==> src/rtl/z80_int_ctrl.sv <==
// z80_int_ctrl: eight-source interrupt controller on the Z80 core's Wishbone
// I/O bus. It latches rising edges on irq lines into PEND, gates them with MASK
// and a global enable, and drives int_req_o. It also answers the core's
// interrupt-acknowledge cycle with a mode-2 vector
// {VBASE[7:4], idx, 0}, or {VBASE[7:4], 4'hF} when the acknowledge is spurious.
//
// Register map (offset = wb_adr_i[1:0]):
//   0 PEND  R/W1C  edge-latched requests
//   1 MASK  R/W    1 blocks the source (PEND still records it)
//   2 VBASE R/W    vector base, bits [7:4] used in vectors
//   3 CTRL         bit0 EN (R/W), bit3 VALID (RO), bits[6:4] LAST (RO)

module z80_int_ctrl #(
    parameter logic [7:0] IO_BASE = 8'hF0,
    parameter logic [1:0] TGA_IO  = 2'b01,
    parameter logic [1:0] TGA_INT = 2'b10
) (
    input  logic        wb_clk_i,
    input  logic        wb_rst_i,
    input  logic [15:0] wb_adr_i,
    input  logic [7:0]  wb_dat_i,
    output logic [7:0]  wb_dat_o,
    input  logic        wb_we_i,
    input  logic        wb_cyc_i,
    input  logic        wb_stb_i,
    input  logic [1:0]  wb_tga_i,
    output logic        wb_ack_o,
    input  logic [7:0]  irq_i,
    output logic        int_req_o
);

    // ------------------------------------------------------------------
    // Helpers
    // ------------------------------------------------------------------

    // Index of the lowest set bit; bit 0 has the highest priority.
    // Returns 0 for an all-zero vector (callers qualify with |vec).
    function automatic logic [2:0] lowest_index(input logic [7:0] vec);
        logic [2:0] idx;
        idx = 3'd0;
        for (int i = 7; i >= 0; i--) begin
            if (vec[i]) begin
                idx = 3'(i);
            end
        end
        return idx;
    endfunction

    // ------------------------------------------------------------------
    // Declarations
    // ------------------------------------------------------------------

    typedef enum logic [0:0] {
        ST_IDLE = 1'b0,
        ST_ACK  = 1'b1
    } state_t;

    state_t      state_r;
    state_t      state_next_s;

    logic [7:0]  irq_d_r;
    logic [7:0]  pend_r;
    logic [7:0]  mask_r;
    logic [7:0]  vbase_r;
    logic        en_r;
    logic        valid_r;
    logic [2:0]  last_r;
    logic        ack_r;
    logic [7:0]  dat_r;
    logic        int_req_r;

    logic        io_hit_s;
    logic        int_hit_s;
    logic        accept_s;
    logic        io_acc_s;
    logic        int_acc_s;
    logic        wr_s;
    logic [1:0]  offset_s;
    logic [7:0]  edge_s;
    logic [7:0]  active_s;
    logic        any_active_s;
    logic [2:0]  idx_s;
    logic [7:0]  ctrl_rd_s;
    logic [7:0]  rd_data_s;
    logic [7:0]  vector_s;
    logic [7:0]  out_data_s;
    logic [7:0]  pend_w1c_s;
    logic [7:0]  pend_ack_clr_s;
    logic [7:0]  pend_next_s;
    logic        unused_adr_s;

    // Upper address byte is decoded elsewhere on the bus.
    assign unused_adr_s = ^wb_adr_i[15:8];

    // ------------------------------------------------------------------
    // Combinational decode
    // ------------------------------------------------------------------

    assign offset_s     = wb_adr_i[1:0];
    assign io_hit_s     = (wb_tga_i == TGA_IO) && (wb_adr_i[7:2] == IO_BASE[7:2]);
    assign int_hit_s    = (wb_tga_i == TGA_INT);
    assign edge_s       = irq_i & ~irq_d_r;
    assign active_s     = pend_r & ~mask_r;
    assign any_active_s = |active_s;
    assign idx_s        = lowest_index(active_s);
    assign ctrl_rd_s    = {1'b0, last_r, valid_r, 2'b00, en_r};

    // Slave FSM: accept one strobe in IDLE, spend exactly one cycle in ACK.
    always_comb begin
        state_next_s = state_r;
        accept_s     = 1'b0;
        case (state_r)
            ST_IDLE: begin
                if (wb_cyc_i && wb_stb_i && (io_hit_s || int_hit_s)) begin
                    state_next_s = ST_ACK;
                    accept_s     = 1'b1;
                end else begin
                    state_next_s = ST_IDLE;
                    accept_s     = 1'b0;
                end
            end
            ST_ACK: begin
                state_next_s = ST_IDLE;
            end
            default: begin
                state_next_s = ST_IDLE;
            end
        endcase
    end

    assign io_acc_s  = accept_s && io_hit_s;
    assign int_acc_s = accept_s && int_hit_s;
    assign wr_s      = io_acc_s && wb_we_i;

    // Register read mux (pre-write values, so a write also returns old data).
    always_comb begin
        rd_data_s = 8'h00;
        case (offset_s)
            2'd0:    rd_data_s = pend_r;
            2'd1:    rd_data_s = mask_r;
            2'd2:    rd_data_s = vbase_r;
            2'd3:    rd_data_s = ctrl_rd_s;
            default: rd_data_s = 8'h00;
        endcase
    end

    // Mode-2 vector: even slot per source, 4'hF marks a spurious acknowledge.
    always_comb begin
        vector_s = 8'h00;
        if (any_active_s) begin
            vector_s = {vbase_r[7:4], idx_s, 1'b0};
        end else begin
            vector_s = {vbase_r[7:4], 4'hF};
        end
    end

    // Data presented on the accepted cycle: vector for acks, register otherwise.
    always_comb begin
        out_data_s = 8'h00;
        if (int_hit_s) begin
            out_data_s = vector_s;
        end else begin
            out_data_s = rd_data_s;
        end
    end

    // PEND clear sources; a same-cycle edge always wins over either clear.
    always_comb begin
        pend_w1c_s     = 8'h00;
        pend_ack_clr_s = 8'h00;
        if (wr_s && (offset_s == 2'd0)) begin
            pend_w1c_s = wb_dat_i;
        end else begin
            pend_w1c_s = 8'h00;
        end
        if (int_acc_s && any_active_s) begin
            pend_ack_clr_s = 8'h01 << idx_s;
        end else begin
            pend_ack_clr_s = 8'h00;
        end
        pend_next_s = (pend_r & ~(pend_w1c_s | pend_ack_clr_s)) | edge_s;
    end

    // ------------------------------------------------------------------
    // Sequential state
    // ------------------------------------------------------------------

    // Slave FSM state register.
    always_ff @(posedge wb_clk_i or posedge wb_rst_i) begin
        if (wb_rst_i) begin
            state_r <= ST_IDLE;
        end else begin
            state_r <= state_next_s;
        end
    end

    // Edge-detect delay line and pending-request latch.
    always_ff @(posedge wb_clk_i or posedge wb_rst_i) begin
        if (wb_rst_i) begin
            irq_d_r <= 8'h00;
            pend_r  <= 8'h00;
        end else begin
            irq_d_r <= irq_i;
            pend_r  <= pend_next_s;
        end
    end

    // Software-writable configuration registers (MASK, VBASE, EN).
    always_ff @(posedge wb_clk_i or posedge wb_rst_i) begin
        if (wb_rst_i) begin
            mask_r  <= 8'hFF;
            vbase_r <= 8'h00;
            en_r    <= 1'b0;
        end else if (wr_s) begin
            case (offset_s)
                2'd1:    mask_r  <= wb_dat_i;
                2'd2:    vbase_r <= wb_dat_i;
                2'd3:    en_r    <= wb_dat_i[0];
                default: mask_r  <= mask_r;
            endcase
        end else begin
            mask_r <= mask_r;
        end
    end

    // Acknowledge bookkeeping: LAST/VALID record the outcome of each ack.
    always_ff @(posedge wb_clk_i or posedge wb_rst_i) begin
        if (wb_rst_i) begin
            valid_r <= 1'b0;
            last_r  <= 3'd0;
        end else if (int_acc_s) begin
            if (any_active_s) begin
                valid_r <= 1'b1;
                last_r  <= idx_s;
            end else begin
                valid_r <= 1'b0;
            end
        end else begin
            valid_r <= valid_r;
        end
    end

    // Bus response: one ack pulse per accepted strobe, data held otherwise.
    always_ff @(posedge wb_clk_i or posedge wb_rst_i) begin
        if (wb_rst_i) begin
            ack_r <= 1'b0;
            dat_r <= 8'h00;
        end else if (accept_s) begin
            ack_r <= 1'b1;
            dat_r <= out_data_s;
        end else begin
            ack_r <= 1'b0;
        end
    end

    // Interrupt request to the core, one cycle behind PEND/MASK/EN.
    always_ff @(posedge wb_clk_i or posedge wb_rst_i) begin
        if (wb_rst_i) begin
            int_req_r <= 1'b0;
        end else begin
            int_req_r <= en_r & any_active_s;
        end
    end

    assign wb_ack_o  = ack_r;
    assign wb_dat_o  = dat_r;
    assign int_req_o = int_req_r;

endmodule

==> config.mk <==
export PLATFORM = sky130hd
export DESIGN_NAME = z80_int_ctrl
export DESIGN_NICKNAME = d
export VERILOG_FILES = /design/src/rtl/z80_int_ctrl.sv
export SDC_FILE = /design/constraint.sdc
export NUM_CORES = 1
export LEC_CHECK = 0
export ABC_AREA = 1
export BUFFER_PORTS_ARGS = -buffer_cell sky130_fd_sc_hd__buf_2
export CORE_MARGIN = 5
export CORE_UTILIZATION = 49
export DETAILED_ROUTE_END_ITERATION = 8
export PLACE_DENSITY = 0.75
export SYNTH_ARGS = -nofsm -noshare
export SYNTH_HDL_FRONTEND = slang
export SYNTH_SLANG_ARGS = --single-unit
==> constraint.sdc <==
create_clock -name wb_clk_i -period 1.6 [get_ports wb_clk_i]
set_clock_uncertainty 0.15 [all_clocks]
set_input_delay 0.16 -clock wb_clk_i [delete_from_list [all_inputs] [get_ports wb_clk_i]]
set_output_delay 0.16 -clock wb_clk_i [all_outputs]
set_load 0.01 [all_outputs]
==> impl_results.md, run 1 <==
- Area occupied by registers: 0.00119 mm2
- Crit end category: flip-flop
- Via count: approximately 2200
- # fillers: around 400
- Initial Util: roughly 50%
- Seq cells post-synth: 47
- Slew headroom: between 70% and 80%
- End-of-flow core utilization: 66.7%
- Final Setup Violations: 9
- Layout cells sized above 1: 35.5%
- Worst Path Arrival: 1760 ps
- Critical path class: flip-flop to flip-flop
- Placed cells: 417
- Worst R2R End: last_r[0]$_DFFE_PP0P_
- Nets: 424
- GRT overflow: 0
- Yosys warnings: 0
- Multi-input gate area: 0.00103 mm2
- N_diodes: 0
- Hold Fails Final Rpt: 0
- WL final: 5680 um
- Syn Inst Count: 306
- Pre-CTS setup slack: -122 ps
- Routed WL per cell: 12.9 um
- CTS Buf Count: 5
- Total die area: 0.00631 mm2
- Synth unique cells: 26
- Final Non-Filler Cells: 440
- R2R cell count: 10
- Post-route cell area: 0.00313 mm2
- Failing checks: setup timing
- Min-delay worst type: input port to flip-flop
- Min Tclk post-route: 1670 ps
- Cell row count: 25
- Total track usage: 19.3%
- Pins Over Slew Limit: 0
- Number of max-cap violations: 0
- Crit share post-route: 104%
- Worst setup SP type: flip-flop
- Fmax: 599 MHz
- CTS tree: done
- DRT iter0 DRCs: 215
- H-tree depth: 2
- Io pins: 49
- Slack of the critical path: -69.6 ps
- DRT Pass-1 Iters: 4
- Die Height: between 70 and 80 um
- R2R setup slack: -70 ps
- RSZ-0062 raised after global routing: true
- Synth-to-Final Area Change: 32.5%
- Worst EP required: between 1500 and 2000 ps
- Critical path origin: mask_r[3]$_DFFE_PP1P_
- Worst slew pin tran: 388 ps
- Final Power: 2.36 mW
- Largest net degree at the start of global routing: 48
- Status: finished with violations
- Routability-driven placement congestion ratio: just under 0.9
- Vias in the first global route: 2141
- CP max FO: 6
- Initial antenna violation count: 0
- DPL Wire Length: between 3000 and 4000 um
- Syn Area/Cell: 7.72 um2
- Post-DRT Antenna Nets: 0
- Area of the mapped netlist: 0.00236 mm2
- Buffers on Ports: 40
- Worst-path clk slew: 90 ps
- PD cells: about 750 mW/mm2
- Hold Crit Depth: 5
- First-pass GRT wire length: 9540 um
- # DRC: 0
- Chip width: 79.4 um
- Pleak: between 1.5 and 2 nW
- Worst r2r src: mask_r[3]$_DFFE_PP1P_
- CTS Root Cell: clkbuf_8
- Sequential area share after synthesis: 50.2%
- Syn nets: roughly 350
- Worst skew pair latency: 310 ps
- Core ar.: 0.00469 mm2
- TritonCTS Sinks: 47
- Worst Setup EP: last_r[0]$_DFFE_PP0P_
- Deepest clock path buffer count: 2
- Via-to-Cell Ratio: 4.96
- Area after DPL: 0.00278 mm2
- Maximum vdd drop: 574 uV
metal layers:
layer | routed length (um) | track usage (%) | share of wire, %
met1 | 2460 | 24.7 | 43
met2 | 2760 | 32.5 | 49
met3 | 331 | 4.40 | 5.8
met4 | 131 | 5.84 | 2.3
met5 | 0 | 0 | 0
registers in the layout, summed over array words and instances (netlist names):
register / flops
valid_r: 1
vbase_r: 8
en_r: 1
mask_r: 8
last_r: 3
wb_ack_o: 1
pend_r: 8
irq_d_r: 8
wb_dat_o: 8
int_req_o: 1
repair_timing:
action | in CTS | in global routing
hold endpoints to repair | 63 | 0
hold buffers | 9 | 0
resized for setup | 17 | 38
gates cloned | 0 | 1
buffers inserted | 2 | 4
pin swaps | 11 | 15
setup endpoints to repair | 16 | 30
synthesized netlist by cell type:
master | count | area share, %
a21o_1 | 1 | 0.32
a21oi_1 | 3 | 0.64
a31oi_1 | 5 | 1.3
buf_2 | 1 | 0.21
buf_6 | 2 | 0.95
clkbuf_1 | 1 | 0.16
dfrtp_1 | 39 | 41
dfstp_2 | 8 | 8.9
inv_1 | 56 | 8.9
inv_2 | 6 | 0.95
nand2_1 | 102 | 16
nand2_2 | 2 | 0.53
nand3_1 | 10 | 2.1
nand4_1 | 7 | 1.9
nor2_1 | 13 | 2.1
nor2_2 | 3 | 0.79
nor2_4 | 2 | 0.95
nor3_2 | 2 | 0.85
nor3_4 | 1 | 0.69
nor3b_2 | 1 | 0.53
o2111ai_1 | 2 | 0.74
o211ai_1 | 2 | 0.64
o21ai_0 | 31 | 6.6
o21ai_1 | 3 | 0.64
o21ai_2 | 2 | 0.74
o22a_1 | 1 | 0.37
worst max-delay path: stages, from the launching register on:
cell and delay, ps:
dfstp_2 570, inv_2 40, nand2_2 60, nand2_2 60, inv_2 80, nand2_4 80, nor3_4 200, nor2_1 90
inv_2 120, nand2_1 70, o21ai_1 80
where the power goes:
group          internal [mW]  switching [mW]
clock network          0.309           0.400
registers               1.26          0.0369
logic                  0.154           0.199
cells in the final DEF (no fill, tap or decap), types with 5 or more instances in the layout:
| cell type | instances |
|---|---|
| o21ai_2 | 6 |
| dfstp_2 | 8 |
| o21ai_1 | 10 |
| nor2_1 | 9 |
| nand2_2 | 16 |
| a31oi_1 | 5 |
| inv_2 | 13 |
| dfrtp_1 | 39 |
| nor2_2 | 7 |
| buf_4 | 21 |
| buf_2 | 41 |
| clkbuf_8 | 5 |
| dlygate4sd3_1 | 9 |
| nand2_1 | 85 |
| nand4_1 | 7 |
| o21ai_0 | 20 |
| inv_1 | 49 |
| nand3_1 | 8 |
worst min-delay path by stage:
stage	slack [ps]	endpoint	startpoint
final	10	vbase_r[4]$_DFFE_PP0P_	wb_dat_i[4]
after global routing	20	mask_r[2]$_DFFE_PP1P_	wb_dat_i[2]
after CTS	5	mask_r[2]$_DFFE_PP1P_	wb_dat_i[2]
after detailed placement	70	vbase_r[2]$_DFFE_PP0P_	wb_rst_i
after global placement	60	irq_d_r[0]$_DFF_PP0_	wb_rst_i
after floorplan	40	irq_d_r[0]$_DFF_PP0_	irq_i[0]
area by class of cell:
cell class | count | area share [%]
flip-flops and latches | 47 | 37.9
multi-input cells | 193 | 32.9
repair buffers | 76 | 16.8
inverters | 62 | 7.44
clock buffers | 6 | 2.32
well taps | 54 | 2.16
clock inverters | 2 | 0.440
cells by family (layout without fill, tap and decap cells):
logic type | after synthesis | after routing | synth area share [%]
simple gates | 143 | 143 | 26.6
buf+inv | 66 | 146 | 11.2
compound gates | 50 | 50 | 12.0
flops | 47 | 47 | 50.2
metrics by stage:
| stage | hold slack [ps] | setup TNS [ps] |
|---|---|---|
| after CTS | 5.08 | -196 |
| after detailed placement | 65.5 | -988 |
| final | 12.6 | -216 |
| after global routing | 21.0 | -3020 |
| after global placement | 64.0 | -310 |
| after floorplan | 41.4 | 0 |
Power figures use the tool's default switching activity.
==> run 2, diff against run 1 <==
--- a/config.mk
+++ b/config.mk
@@ -10,4 +10,5 @@
 export CORE_MARGIN = 5
 export CORE_UTILIZATION = 49
+export CTS_CLUSTER_DIAMETER = 150
 export DETAILED_ROUTE_END_ITERATION = 8
 export PLACE_DENSITY = 0.75
==> constraint.sdc (replaced) <==
create_clock -name wb_clk_i -period 1.6 [get_ports wb_clk_i]
set_clock_uncertainty 0.15 [all_clocks]
set_input_delay 0.32 -clock wb_clk_i [delete_from_list [all_inputs] [get_ports wb_clk_i]]
set_output_delay 0.32 -clock wb_clk_i [all_outputs]
set_load 0.01 [all_outputs]
==> run 2 against run 1 <==
  * The flow still finishes with violations (setup timing)
  * Non-clock buffer count up 16
  * Sequential cell count did not move
  * Count of clock-buffer cells in the layout increased by 2
  * First-iteration DRC count rose by 41%
  * Total power rose by 5.3%
  * Critical path type unchanged
  * Sequential power barely moved
  * Fmax decreased by 4.2%
  * Utilization increased by 5.1 points
  * Critical path depth unchanged
==> impl_results.md, run 2 (synthesis gave the netlist of run 1 again) <==
- Slew headroom: between 80% and 90%
- Clock Power Share: 32.1%
- Layout cells sized above 1: 42.0%
- Buffers on Ports: 40
- # fillers: 341
- R2R cell count: 10
- Maximum vdd drop: 575 uV
- First-pass GRT wire length: roughly 9900 um
- Hold Crit Depth: 5
- Worst r2r src: mask_r[6]$_DFFE_PP1P_
- Share of power burned in registers: 52.2%
- Core ar.: 0.00469 mm2
- Net Sw Frac: between 20% and 30%
- Most frequent cells in the layout: 76 x nand2_1, 48 x inv_1, 40 x buf_2, 39 x dfrtp_1, 36 x buf_4
- Routed WL per cell: 14.0 um
- Hold Fails Final Rpt: 0
- RSZ-0062 raised after global routing: true
- Commonest non-fill, non-tap cell in the layout: nand2_1
- Status: finished with violations
- Setup TNS: -1060 ps
- Critical path class: flip-flop to flip-flop
- CTS tree: done
- Worst-path clk slew: 80 ps
- Worst Path Arrival: between 1500 and 2000 ps
- Via-to-Cell Ratio: about 5.1
- DPL Wire Length: between 4000 and 5000 um
- Nets: 440
- Post-DRT Antenna Nets: 0
- Crit share post-route: 109%
- Largest net degree at the start of global routing: 48
- Vias in the first global route: 2173
- Hold WS: 187 ps
- Comb power frac: 15.7%
- Hold EP: vbase_r[2]$_DFFE_PP0P_
- Cell row count: 25
- CP max FO: 6
- Worst EP required: around 1700 ps
- TritonCTS Sinks: 47
- DRT iter0 DRCs: 303
- Total track usage: 20.0%
- GRT overflow: 0
- Fmax: 574 MHz
- WL final: 6370 um
- P_sw: ~650 uW
- Placed cells: around 430
- Multi-input gate area: ~0.0011 mm2
- Io pins: 49
- Final Non-Filler Cells: 456
- Deepest clock path buffer count: 2
- Initial antenna violation count: 0
- Min Tclk post-route: 1740 ps
- Synth-to-Final Area Change: 42.6%
- Min-delay worst type: input port to flip-flop
- Pins Over Slew Limit: 0
- Worst setup SP type: flip-flop
- Worst slew pin tran: 295 ps
- Number of max-cap violations: 0
- Chip width: 79.4 um
- Worst skew pair latency: 300 ps
- Total die area: about 0.0063 mm2
- Hold Crit Start: wb_dat_i[2]
- Routability-driven placement congestion ratio: slightly above 0.8
- Int Power: ~1.8 mW
- # DRC: 0
- R2R setup slack: -140 ps
- CTS Root Cell: clkbuf_8
- CTS Buf Count: 5
- Pleak: 1.82 nW
- Via count: about 2300
- Slack of the critical path: -143 ps
- Crit end category: flip-flop
- Area occupied by registers: 0.00119 mm2
- Final Setup Violations: 19
- N_diodes: 0
- Final Power: 2.48 mW
- Worst R2R End: pend_r[1]$_DFF_PP0_
- Initial Util: 50.3%
- PD cells: 737 mW/mm2
- H-tree depth: 2
- Failing checks: setup timing
- DRT Pass-1 Iters: 4
- Die Height: 79.4 um
- Pre-CTS setup slack: -133 ps
run 2: changes by cell type in the layout (fill, tap and decap cells not counted), sizes merged:
cell    before  now
buf         67   82
clkbuf       6    9
clkinv       2    0
run 2: worst max-delay path by stage:
stage                                       end  cells after the start                   from  slack [ps]
after floorplan                en_r$_DFFE_PP0P_                      1               wb_rst_i          30
after global placement    last_r[0]$_DFFE_PP0P_                      9  mask_r[1]$_DFFE_PP1P_         -90
after detailed placement  last_r[0]$_DFFE_PP0P_                      9  mask_r[1]$_DFFE_PP1P_        -130
after CTS                 last_r[1]$_DFFE_PP0P_                     10  mask_r[0]$_DFFE_PP1P_         -30
after global routing        pend_r[1]$_DFF_PP0_                     10  mask_r[6]$_DFFE_PP1P_        -220
final                       pend_r[1]$_DFF_PP0_                     10  mask_r[6]$_DFFE_PP1P_        -140
run 2: area by class of cell:
class | count | share of cell area [%]
Timing Repair Buffer | 92 | 19.9
Tap cell | 54 | 2.01
Multi-Input combinational cell | 193 | 32.9
Clock buffer | 8 | 2.97
Sequential cell | 47 | 35.2
Inverter | 62 | 6.99
run 2: layer usage:
layer  global-route usage, %  wire length (um)  vias to the layer above
li1                        -                 -                     1137
met1                    26.5              2630                     1060
met2                    33.2              3110                       83
met3                    3.50               421                       24
met4                    6.53               213                        0
met5                       0                 0                        -
run 2: critical path, stage by stage (launching register included):
cell and delay (ps):
dfstp_2 560, inv_2 40, nand2_2 50, buf_4 100, o21ai_2 90, nand3_1 160, nand2_1 120, nand2_4 130
nand4_1 100, nand2_1 90, nand2_1 50
run 2: repair_timing:
item | in CTS | in global routing
hold buffers | 9 | 0
resized for setup | 22 | 60
setup endpoints to repair | 17 | 37
setup buffers | 11 | 4
pin swaps | 9 | 15
cloned | 0 | 1
hold endpoints to repair | 47 | 0
run 2: through the flow:
stage | instance area (um2) | utilization [%]
5_1_grt | 3370 | 71.8
6_report | 3370 | 71.8
4_1_cts | 3160 | 67.3
2_1_floorplan | 2360 | -
3_5_place_dp | 2840 | 60.5
3_3_place_gp | 2840 | 60.5
run 2: power groups by stage:
stage | Combinational (mW) | Clock, mW | Sequential, mW
global placement | 0.322 | 0 | 1.31
floorplan | 0.151 | 0 | 1.33
detailed placement | 0.328 | 0 | 1.32
global route | 0.433 | 0.857 | 1.31
CTS | 0.366 | 0.800 | 1.29
finish | 0.390 | 0.797 | 1.29
